==> src/rtl/mips_pkg.sv <==
// mips_pkg: shared definitions for the MIPS decode stage.
//   - Opcode constants for the supported instruction set.
//   - Instruction class encoding and the skid-buffer occupancy state type.
//   - Field widths of the decoded bundle.
package mips_pkg;

  localparam logic [5:0] OP_RTYPE = 6'h00;
  localparam logic [5:0] OP_J     = 6'h02;
  localparam logic [5:0] OP_JAL   = 6'h03;
  localparam logic [5:0] OP_BEQ   = 6'h04;
  localparam logic [5:0] OP_BNE   = 6'h05;
  localparam logic [5:0] OP_ADDI  = 6'h08;
  localparam logic [5:0] OP_ADDIU = 6'h09;
  localparam logic [5:0] OP_SLTI  = 6'h0A;
  localparam logic [5:0] OP_SLTIU = 6'h0B;
  localparam logic [5:0] OP_ANDI  = 6'h0C;
  localparam logic [5:0] OP_ORI   = 6'h0D;
  localparam logic [5:0] OP_XORI  = 6'h0E;
  localparam logic [5:0] OP_LUI   = 6'h0F;
  localparam logic [5:0] OP_LW    = 6'h23;
  localparam logic [5:0] OP_SW    = 6'h2B;

  localparam int INSTR_W  = 32;
  localparam int OPCODE_W = 6;
  localparam int REG_W    = 5;
  localparam int SHAMT_W  = 5;
  localparam int FUNCT_W  = 6;
  localparam int IMM_W    = 16;
  localparam int CLASS_W  = 2;

  typedef enum logic [CLASS_W-1:0] {
    CLS_R   = 2'd0,
    CLS_I   = 2'd1,
    CLS_J   = 2'd2,
    CLS_ILL = 2'd3
  } instr_class_e;

  // Occupancy of the output register (OR) / skid register (SR) pair.
  typedef enum logic [1:0] {
    ST_EMPTY = 2'd0,
    ST_ONE   = 2'd1,
    ST_TWO   = 2'd2
  } occ_state_e;

endpackage

==> src/rtl/decode_stage_if.sv <==
// decode_stage_if: fetch-side and execute-side handshake bundle of the
// decode stage.
//   master: the environment (drives in_valid/in_instr/in_pc and out_ready)
//   slave : the decode stage (drives in_ready and all out_* signals)
interface decode_stage_if #(
  parameter int DATA_WIDTH = 32,
  parameter int PC_WIDTH   = 32
);
  import mips_pkg::*;

  logic                  in_valid;
  logic                  in_ready;
  logic [INSTR_W-1:0]    in_instr;
  logic [PC_WIDTH-1:0]   in_pc;

  logic                  out_valid;
  logic                  out_ready;
  logic [PC_WIDTH-1:0]   out_pc;
  logic [OPCODE_W-1:0]   out_opcode;
  logic [REG_W-1:0]      out_rs;
  logic [REG_W-1:0]      out_rt;
  logic [REG_W-1:0]      out_rd;
  logic [SHAMT_W-1:0]    out_shamt;
  logic [FUNCT_W-1:0]    out_funct;
  logic [DATA_WIDTH-1:0] out_imm_sext;
  logic [DATA_WIDTH-1:0] out_imm_zext;
  logic [PC_WIDTH-1:0]   out_jump_addr;
  logic [CLASS_W-1:0]    out_class;
  logic                  out_illegal;

  modport master (
    output in_valid, in_instr, in_pc, out_ready,
    input  in_ready, out_valid, out_pc, out_opcode, out_rs, out_rt, out_rd,
           out_shamt, out_funct, out_imm_sext, out_imm_zext, out_jump_addr,
           out_class, out_illegal
  );

  modport slave (
    input  in_valid, in_instr, in_pc, out_ready,
    output in_ready, out_valid, out_pc, out_opcode, out_rs, out_rt, out_rd,
           out_shamt, out_funct, out_imm_sext, out_imm_zext, out_jump_addr,
           out_class, out_illegal
  );

endinterface

==> src/rtl/instr_field_decode.sv <==
// instr_field_decode: purely combinational MIPS field splitter.
//   instr_i/pc_i          : raw instruction word and its address
//   opcode_o..funct_o     : R/I/J bit fields
//   imm_sext_o/imm_zext_o : instr[15:0] sign/zero extended to DATA_WIDTH
//   jump_addr_o           : {(pc+4)[PC_WIDTH-1:28], instr[25:0], 2'b00}
//   class_o/illegal_o     : instruction class, illegal flag for class 3
module instr_field_decode
  import mips_pkg::*;
#(
  parameter int DATA_WIDTH = 32,
  parameter int PC_WIDTH   = 32
) (
  input  logic [INSTR_W-1:0]    instr_i,
  input  logic [PC_WIDTH-1:0]   pc_i,
  output logic [OPCODE_W-1:0]   opcode_o,
  output logic [REG_W-1:0]      rs_o,
  output logic [REG_W-1:0]      rt_o,
  output logic [REG_W-1:0]      rd_o,
  output logic [SHAMT_W-1:0]    shamt_o,
  output logic [FUNCT_W-1:0]    funct_o,
  output logic [DATA_WIDTH-1:0] imm_sext_o,
  output logic [DATA_WIDTH-1:0] imm_zext_o,
  output logic [PC_WIDTH-1:0]   jump_addr_o,
  output logic [CLASS_W-1:0]    class_o,
  output logic                  illegal_o
);

  localparam logic [PC_WIDTH-1:0] REGION_MASK = ~PC_WIDTH'(28'hFFF_FFFF);

  logic [PC_WIDTH-1:0] pc_plus4;

  assign opcode_o = instr_i[31:26];
  assign rs_o     = instr_i[25:21];
  assign rt_o     = instr_i[20:16];
  assign rd_o     = instr_i[15:11];
  assign shamt_o  = instr_i[10:6];
  assign funct_o  = instr_i[5:0];

  assign imm_sext_o = DATA_WIDTH'($signed(instr_i[15:0]));
  assign imm_zext_o = DATA_WIDTH'(instr_i[15:0]);

  // pc+4 wraps at PC_WIDTH; only its 256 MB region bits survive the mask.
  assign pc_plus4    = pc_i + PC_WIDTH'(4);
  assign jump_addr_o = (pc_plus4 & REGION_MASK) | PC_WIDTH'({instr_i[25:0], 2'b00});

  always_comb begin
    class_o = CLS_ILL;
    case (instr_i[31:26])
      OP_RTYPE:                              class_o = CLS_R;
      OP_J, OP_JAL:                          class_o = CLS_J;
      OP_BEQ, OP_BNE, OP_ADDI, OP_ADDIU,
      OP_SLTI, OP_SLTIU, OP_ANDI, OP_ORI,
      OP_XORI, OP_LUI, OP_LW, OP_SW:         class_o = CLS_I;
      default:                               class_o = CLS_ILL;
    endcase
  end

  assign illegal_o = (class_o == CLS_ILL);

endmodule

==> src/rtl/decode_stage.sv <==
// decode_stage: registered MIPS decode stage with a 2-entry skid buffer.
//   clk, reset_n : clock, asynchronous active-low reset
//   flush        : synchronous discard of held and incoming instructions
//   bus (slave)  : in_valid/in_ready/in_instr/in_pc from fetch,
//                  out_valid/out_ready plus decoded out_* fields to execute
// The output register (OR) drives the outputs; the skid register (SR) catches
// the one bundle accepted while OR is stalled. in_ready is the registered
// "SR empty" flag, so there is no combinational out_ready -> in_ready path.
module decode_stage
  import mips_pkg::*;
#(
  parameter int DATA_WIDTH = 32,
  parameter int PC_WIDTH   = 32
) (
  input  logic           clk,
  input  logic           reset_n,
  input  logic           flush,
  decode_stage_if.slave  bus
);

  typedef struct packed {
    logic [PC_WIDTH-1:0]   pc;
    logic [OPCODE_W-1:0]   opcode;
    logic [REG_W-1:0]      rs;
    logic [REG_W-1:0]      rt;
    logic [REG_W-1:0]      rd;
    logic [SHAMT_W-1:0]    shamt;
    logic [FUNCT_W-1:0]    funct;
    logic [DATA_WIDTH-1:0] imm_sext;
    logic [DATA_WIDTH-1:0] imm_zext;
    logic [PC_WIDTH-1:0]   jump_addr;
    logic [CLASS_W-1:0]    cls;
    logic                  illegal;
  } bundle_t;

  bundle_t    dec_d;
  bundle_t    or_q;
  bundle_t    sr_q;
  occ_state_e state_q;
  logic       out_valid_q;
  logic       in_ready_q;
  logic       accept;
  logic       drain;

  assign dec_d.pc = bus.in_pc;

  instr_field_decode #(
    .DATA_WIDTH (DATA_WIDTH),
    .PC_WIDTH   (PC_WIDTH)
  ) u_dec (
    .instr_i     (bus.in_instr),
    .pc_i        (bus.in_pc),
    .opcode_o    (dec_d.opcode),
    .rs_o        (dec_d.rs),
    .rt_o        (dec_d.rt),
    .rd_o        (dec_d.rd),
    .shamt_o     (dec_d.shamt),
    .funct_o     (dec_d.funct),
    .imm_sext_o  (dec_d.imm_sext),
    .imm_zext_o  (dec_d.imm_zext),
    .jump_addr_o (dec_d.jump_addr),
    .class_o     (dec_d.cls),
    .illegal_o   (dec_d.illegal)
  );

  assign accept = bus.in_valid & in_ready_q;
  assign drain  = out_valid_q & bus.out_ready;

  always_ff @(posedge clk or negedge reset_n) begin
    if (!reset_n) begin
      state_q     <= ST_EMPTY;
      out_valid_q <= 1'b0;
      in_ready_q  <= 1'b1;
      or_q        <= '0;
      sr_q        <= '0;
    end else if (flush) begin
      state_q     <= ST_EMPTY;
      out_valid_q <= 1'b0;
      in_ready_q  <= 1'b1;
      or_q        <= '0;
      sr_q        <= '0;
    end else begin
      case (state_q)
        ST_EMPTY: begin
          if (accept) begin
            or_q        <= dec_d;
            out_valid_q <= 1'b1;
            state_q     <= ST_ONE;
          end
        end
        ST_ONE: begin
          if (accept && drain) begin
            or_q <= dec_d;
          end else if (accept) begin
            // OR is stalled: park the newer bundle behind it.
            sr_q       <= dec_d;
            in_ready_q <= 1'b0;
            state_q    <= ST_TWO;
          end else if (drain) begin
            out_valid_q <= 1'b0;
            state_q     <= ST_EMPTY;
          end
        end
        ST_TWO: begin
          // in_ready is low here, so only the older SR bundle can advance.
          if (drain) begin
            or_q       <= sr_q;
            in_ready_q <= 1'b1;
            state_q    <= ST_ONE;
          end
        end
        default: begin
          state_q     <= ST_EMPTY;
          out_valid_q <= 1'b0;
          in_ready_q  <= 1'b1;
        end
      endcase
    end
  end

  assign bus.in_ready      = in_ready_q;
  assign bus.out_valid     = out_valid_q;
  assign bus.out_pc        = or_q.pc;
  assign bus.out_opcode    = or_q.opcode;
  assign bus.out_rs        = or_q.rs;
  assign bus.out_rt        = or_q.rt;
  assign bus.out_rd        = or_q.rd;
  assign bus.out_shamt     = or_q.shamt;
  assign bus.out_funct     = or_q.funct;
  assign bus.out_imm_sext  = or_q.imm_sext;
  assign bus.out_imm_zext  = or_q.imm_zext;
  assign bus.out_jump_addr = or_q.jump_addr;
  assign bus.out_class     = or_q.cls;
  assign bus.out_illegal   = or_q.illegal;

endmodule

==> src/flat_wrapper.sv <==
// flat-port wrapper written by rule: the top's interface ports become plain ports
module decode_stage_flat import mips_pkg::*;
#(
  parameter int DATA_WIDTH = 32,
  parameter int PC_WIDTH   = 32
)
  (clk, reset_n, flush, bus_in_valid, bus_in_instr, bus_in_pc, bus_out_ready, bus_in_ready, bus_out_valid, bus_out_pc, bus_out_opcode, bus_out_rs, bus_out_rt, bus_out_rd, bus_out_shamt, bus_out_funct, bus_out_imm_sext, bus_out_imm_zext, bus_out_jump_addr, bus_out_class, bus_out_illegal);
  decode_stage_if #(.DATA_WIDTH(DATA_WIDTH), .PC_WIDTH(PC_WIDTH)) bus_i ();
  input  logic clk;
  input  logic reset_n;
  input  logic flush;
  input wire logic [$bits(bus_i.in_valid)-1:0] bus_in_valid;
  input wire logic [$bits(bus_i.in_instr)-1:0] bus_in_instr;
  input wire logic [$bits(bus_i.in_pc)-1:0] bus_in_pc;
  input wire logic [$bits(bus_i.out_ready)-1:0] bus_out_ready;
  output wire logic [$bits(bus_i.in_ready)-1:0] bus_in_ready;
  output wire logic [$bits(bus_i.out_valid)-1:0] bus_out_valid;
  output wire logic [$bits(bus_i.out_pc)-1:0] bus_out_pc;
  output wire logic [$bits(bus_i.out_opcode)-1:0] bus_out_opcode;
  output wire logic [$bits(bus_i.out_rs)-1:0] bus_out_rs;
  output wire logic [$bits(bus_i.out_rt)-1:0] bus_out_rt;
  output wire logic [$bits(bus_i.out_rd)-1:0] bus_out_rd;
  output wire logic [$bits(bus_i.out_shamt)-1:0] bus_out_shamt;
  output wire logic [$bits(bus_i.out_funct)-1:0] bus_out_funct;
  output wire logic [$bits(bus_i.out_imm_sext)-1:0] bus_out_imm_sext;
  output wire logic [$bits(bus_i.out_imm_zext)-1:0] bus_out_imm_zext;
  output wire logic [$bits(bus_i.out_jump_addr)-1:0] bus_out_jump_addr;
  output wire logic [$bits(bus_i.out_class)-1:0] bus_out_class;
  output wire logic [$bits(bus_i.out_illegal)-1:0] bus_out_illegal;
  assign bus_i.in_valid = bus_in_valid;
  assign bus_i.in_instr = bus_in_instr;
  assign bus_i.in_pc = bus_in_pc;
  assign bus_i.out_ready = bus_out_ready;
  assign bus_in_ready = bus_i.in_ready;
  assign bus_out_valid = bus_i.out_valid;
  assign bus_out_pc = bus_i.out_pc;
  assign bus_out_opcode = bus_i.out_opcode;
  assign bus_out_rs = bus_i.out_rs;
  assign bus_out_rt = bus_i.out_rt;
  assign bus_out_rd = bus_i.out_rd;
  assign bus_out_shamt = bus_i.out_shamt;
  assign bus_out_funct = bus_i.out_funct;
  assign bus_out_imm_sext = bus_i.out_imm_sext;
  assign bus_out_imm_zext = bus_i.out_imm_zext;
  assign bus_out_jump_addr = bus_i.out_jump_addr;
  assign bus_out_class = bus_i.out_class;
  assign bus_out_illegal = bus_i.out_illegal;
  decode_stage #(.DATA_WIDTH(DATA_WIDTH), .PC_WIDTH(PC_WIDTH)) u_core (.clk(clk), .reset_n(reset_n), .flush(flush), .bus(bus_i));
endmodule
==> config.mk <==
export PLATFORM = sky130hd
export DESIGN_NAME = decode_stage_flat
export DESIGN_NICKNAME = d
export VERILOG_FILES = /design/src/rtl/mips_pkg.sv /design/src/rtl/decode_stage_if.sv /design/src/rtl/instr_field_decode.sv /design/src/rtl/decode_stage.sv /design/src/flat_wrapper.sv
export SDC_FILE = /design/constraint.sdc
export NUM_CORES = 1
export LEC_CHECK = 0
export CAP_MARGIN = 20
export CORE_AREA = 3 3 167 121
export CTS_CLUSTER_SIZE = 28
export DETAILED_ROUTE_END_ITERATION = 12
export DIE_AREA = 0 0 170 124
export PLACE_DENSITY = 0.7
export SKIP_LAST_GASP = 1
export SYNTH_ARGS = -nofsm -noshare
export SYNTH_HDL_FRONTEND = slang
export SYNTH_SLANG_ARGS = --single-unit
==> constraint.sdc <==
create_clock -name clk -period 4.65 [get_ports clk]
set_input_delay 0.6975 -clock clk [delete_from_list [all_inputs] [get_ports clk]]
set_output_delay 0.6975 -clock clk [all_outputs]
set_load 0.005 [all_outputs]
==> flow_summary.toml, run 1 <==
[synthesis]
synthAdderAreaFrac = 0
yosys.area_share.simple = 0.222
ys_seq_elements = 146
postSynth.asyncResetShare = 1.00
synth_largest_area_cell = "dfrtp_1"
synthXorXnorAreaFrac = 0.00118
yosys_warnings = 0
syn_inst = 871
synth_top_family_by_area = "simple AND/OR/NAND/NOR gates"
synth-edff-count = 0
muxShareOfSynthArea = 0.00538
synth_commonest_cells = "nand2_1 (264), dfrtp_1 (145), buf_4 (92)"
seq_area_frac_synth = 0.492
yosysMostFrequentCell = "nand2_1"
yosys-top-cells-area = "dfrtp_1 (49%), nand2_1 (13%), buf_4 (9.3%)"
syn_avg_cell_area_um2 = 8.54
synth_cell_type_count = 43
synth_compound_area_frac = 0.150
synth_ff_type = "dfrtp_1"
synth.cell_area_um2 = 7440
synth_top_area_frac = 0.488

[flow_run]
drv_cap = 0

[drt]
drtPass1Iterations = 5
vias = 6275
drc = 0
initialDrtViolationCount = 355
routed_wl_um = 20100
wl_per_cell_um = 16.3
ant_nets = 0
drt-vias-per-instance = 5.09

[power_and_ir_drop]
power_frac_clock = 0.319
cellPowerDensity_nw_per_um2 = 441
leakage_nw = 4.03
seq_power_share = 0.374
power_mw = 4.29
ir_worst_vdd_mv = 0.221
combPwrFrac = 0.307
intPower_mw = 2.99
power.switching_mw = 1.31
switching_share = 0.304

[worst_setup_path]
cp-end-kind = "register"
cp_max_fo = 37
start_kind = "input port"
critPathKind = "input port to register"
crit_required_ns = 4.97
r2r_slack_ns = 2.11
arrival_ns = 3.05

[cts]
numCtsBuffers = 17
clock_sinks = 146
cts_tree = "done"
ctsHoldBuffers = 0
clk_path_buf_depth = 2
ctsResizeCount = 0
clk_latency_ns = 0.41
cts-htree-levels = 4
clkTransAtPathRegs_ns = 0.06
post_cts_buffers = 0
clockRootBuffer = "clkbuf_16"

[timing]
worst_pin_slew_ns = 1.01
timing.final.crit_share = 0.588
hold_viol = 0
fin_worst_skew_ns = 0.00705
fmax_mhz = 366
maxSlewViolCount = 0
setup_violations = 0
layout_min_cycle_time_ns = 2.73
fin_ws_ns = 1.92
rsz0062_at_grt = "false"
fin_tns_setup_ns = 0
slew_headroom = 0.321

[placement]
dp_hpwl_um = 12900
port_buffers = 215
pre_cts_slack_ns = 1.49
dpl_cell_area_um2 = 9130
globalplace.congestion = 0.781

[die]
dieArea_um2 = 21100
start_util = 0.397
ioPinCount = 234
die_x_um = 170
rows = 42
core_um2 = 18700
die_h_um = 124

[final_layout]
design_area_um2 = 9730
n_antenna_cell = 0
layout.nets = 1046
synthToLayoutAreaGrowth_pct = 30.8
drive_gt1_frac = 0.0535

[worst_hold_path]
worstHoldPathType = "input port to asynchronous set/reset pin"

[grt]
grt-ovfl-total = 0
grt_pass1_vias = 6114
antenna_found_initial = 0
grt_max_degree = 78
grt_use_total = 0.193
grt_pass1_wl_um = 32400

[status]
status = "completed"
critical path: stages:
cell and delay [ns]:
clkdlybuf4s50_1 0.47, a21boi_1 0.41, nor2b_4 0.64, buf_4 0.48, nor2_1 0.08, a211oi_1 0.22
power by group through the flow:
stage / clock [mW] / combinational [mW] / sequential [mW]
floorplan: 0 / 0.728 / 1.61
global placement: 0 / 1.31 / 1.62
detailed placement: 0 / 1.33 / 1.63
CTS: 1.40 / 1.34 / 1.61
global route: 1.46 / 1.45 / 1.64
finish: 1.37 / 1.32 / 1.61
final timing paths:
path                       cells past startpoint               from               end
hold / removal                                 1            reset_n  u_core.sr_q[115]
hold reg to reg                                2   u_core.sr_q[128]  u_core.sr_q[128]
setup reg to reg                               5  u_core.state_q[0]    u_core.sr_q[1]
min in group clk                               2   u_core.sr_q[128]  u_core.sr_q[128]
max in group asynchronous                      2            reset_n  u_core.sr_q[126]
setup / recovery                               6      bus_out_ready    u_core.sr_q[1]
cell families (layout without fill, tap and decap cells):
kind of cell              count (synthesis)  in the layout
AOI/OAI and AO/OA                       160            160
xor gates and xnor gates                  1              1
buffers and inverters                   161            263
DFF                                     146            146
muxes                                     4              4
other                                     1             18
and+or+nand+nor                         398            398
metrics by stage:
step                      hold slack (ns)  instances   util
after floorplan                     0.402        888      -
after global placement              0.509       1200  0.488
after detailed placement            0.516       1200  0.488
after CTS                           0.328       1232  0.520
after global routing                0.342       1232  0.520
final                               0.295       1232  0.520
layer usage:
layer / up-vias / share of wire / GRT usage
li1: 3069 / - / -
met1: 3012 / 0.48 / 0.273
met2: 189 / 0.45 / 0.299
met3: 5 / 0.068 / 0.0495
met4: 0 / 0.0042 / 0.0471
met5: - / 0 / 0
layout make-up:
| cell class | count | area [um2] |
|---|---|---|
| timing repair buffer | 226 | 2230 |
| clock buffer | 18 | 439 |
| multi-input combinational | 581 | 2920 |
| clock inverter | 14 | 153 |
| fill | 1771 | 8980 |
| tap | 242 | 303 |
| sequential | 146 | 3650 |
| inverter | 5 | 18.8 |
sequential cells by signal, indices dropped and copies added, names as in the netlist, 2 cells and up:
name	flops
u_core.bus.out_class	2
u_core.bus.out_imm_sext	16
u_core.bus.out_jump_addr	6
u_core.bus.out_opcode	6
u_core.bus.out_pc	32
u_core.bus.out_rs	4
u_core.bus.out_rt	4
u_core.sr_q	71
u_core.state_q	2
cell usage in the layout (no fill, tap or decap), types with 2 or more instances in the layout:
master	count
nand2_1	264
clkdlybuf4s50_1	213
dfrtp_1	145
nor2_1	76
a21oi_1	69
a311oi_1	65
conb_1	18
clkbuf_16	17
buf_4	12
nand4_1	7
nor4_1	6
o21ai_0	6
nor3_1	6
inv_1	5
nor2b_1	5
nand3_1	5
a211oi_1	4
or4_1	4
or3_1	4
mux2i_1	4
clkinv_4	4
inv_6	4
nand4b_1	3
and2_1	3
and3_1	3
o211ai_1	3
a211o_1	3
clkinv_2	3
nor2b_4	2
nand2b_1	2
a32o_1	2
bufinv_16	2
(Power assumes the default switching activity.)
==> run 2: changes to the inputs <==
Clock period 4.65 ns to 2.7 ns, I/O delays scaled along.
==> run 2 against run 1 <==
Critical endpoint is now bus_out_imm_sext[16]. Sequential cell count unchanged. Wire length rose by 3.8%. Non-clock buffer count is 13 higher.
==> flow_summary.toml, run 2 (synthesis results as in run 1) <==
[status]
status = "completed"

[timing]
hold_viol = 0
fin_tns_setup_ns = 0
slew_headroom = 0.613
setup_violations = 0
maxSlewViolCount = 0
worst_pin_slew_ns = 0.581
layout_min_cycle_time_ns = 2.10
fin_worst_skew_ns = 0.0111
holdWs_ns = 0.338
rsz0062_at_grt = "false"
timing.final.crit_share = 0.779
fmax_mhz = 476

[worst_setup_path]
cp_max_fo = 21
crit_required_ns = 2.30
crit_buf_inv = 1
crit_path_top_delay_cell = "dfrtp_1"
arrival_ns = 1.70
path_delay_family = "flip-flops"
start_kind = "register"
cp-end-kind = "output port"
path_cells = "clkdlybuf4s50_1"
critPathKind = "register to output port"
cp_slowest_stage_delay_ns = 0.67

[final_layout]
n_antenna_cell = 0
layout.nets = 1059
fillers = 1726
largest_register_ffs = 71
synthToLayoutAreaGrowth_pct = 33.1
most-common-layout-cells = "nand2_1 (264), clkdlybuf4s50_1 (213), dfrtp_1 (145)"
drive_gt1_frac = 0.0629
final_common_cell = "nand2_1"
design_area_um2 = 9890
largest-register = "u_core.sr_q"

[grt]
grt_use_total = 0.195
grt-ovfl-total = 0
grt_pass1_vias = 6059
grt_pass1_wl_um = 32700
antenna_found_initial = 0
grt_max_degree = 78

[cts]
clk_path_buf_depth = 2
cts_tree = "done"
clockRootBuffer = "clkbuf_16"
cts-htree-levels = 4
numCtsBuffers = 17
clock_sinks = 146
clkTransAtPathRegs_ns = 0.06
clk_latency_ns = 0.42

[placement]
dp_hpwl_um = 13700
port_buffers = 215
dpl_cell_area_um2 = 9300
globalplace.congestion = 0.856

[power_and_ir_drop]
cellPowerDensity_nw_per_um2 = 756
ir_worst_vdd_mv = 0.352
power_mw = 7.48
leakage_nw = 4.11

[drt]
ant_nets = 0
routed_wl_um = 20900
vias = 6430
drt-vias-per-instance = 5.17
drc = 0
wl_per_cell_um = 16.8
drtPass1Iterations = 5
initialDrtViolationCount = 585

[die]
die_x_um = 170
dieArea_um2 = 21100
rows = 42
ioPinCount = 234
core_um2 = 18700
die_h_um = 124
start_util = 0.397

[flow_run]
drv_cap = 0

[worst_hold_path]
worstHoldPathType = "input port to asynchronous set/reset pin"
-- run 2: changes by cell type in the layout (fill, tap and decap cells not counted), sizes merged --
cell / previous run / this run
buf: 13 / 25
clkinv: 7 / 4
clkbuf: 18 / 20
clkinvlp: 1 / 2
dlygate4sd3: 0 / 1
inv: 9 / 8
-- run 2: worst reg2reg max path, delay by kind of cell (launching register included) --
| family | cells | cell delay, ns |
|---|---|---|
| and+or+nand+nor | 2 | 0.72 |
| AOI/OAI and AO/OA | 2 | 0.70 |
| DFF | 1 | 0.50 |
-- run 2: power by group --
part	switching, mW	internal, mW
sequential	0.252	2.51
combinational	1.06	1.28
clock	0.956	1.41
total	2.27	5.21
-- run 2: cell type report --
type	count	area [um2]	area share
clock inverters	11	129	0.0130
clock buffers	20	457	0.0462
flip-flops and latches	146	3650	0.369
inverters	5	18.8	0.00190
multi-input cells	581	2920	0.296
well taps	242	303	0.0306
repair buffers	239	2410	0.243
-- run 2: per-stage QoR --
step | util | setup WS, ns | cells
after floorplan | - | 0.881 | 888
after global placement | 0.497 | 0.255 | 1212
after detailed placement | 0.497 | 0.233 | 1212
after CTS | 0.529 | 0.542 | 1244
after global routing | 0.529 | 0.471 | 1244
final | 0.529 | 0.598 | 1244
-- run 2: path summary, 6_finish.rpt --
check	from	to	slack, ns	cells after the start
worst max register to register	u_core.state_q[0]	u_core.sr_q[34]	0.68	4
max in group asynchronous	reset_n	u_core.bus.in_ready	1.76	3
worst max-delay path	u_core.bus.out_imm_sext[30]	bus_out_imm_sext[16]	0.60	1
worst min register to register	u_core.sr_q[69]	u_core.sr_q[69]	0.52	2
worst min-delay path	reset_n	u_core.bus.out_rt[0]	0.34	2
min in group clk	flush	u_core.sr_q[144]	0.42	2
-- run 2: repair_timing --
action,4_1_cts,5_1_grt
endpoints found under the hold margin,1,0
resized for setup,0,0
setup buffers,0,0
endpoints found under the setup margin,0,0
hold buffers,1,0
-- run 2: per-layer routing --
layer	vias up	routed length, um	track usage
met5	-	0	0
met4	0	184	0.0507
met3	16	1560	0.0577
met2	217	9370	0.293
met1	3102	9750	0.279
li1	3095	-	-
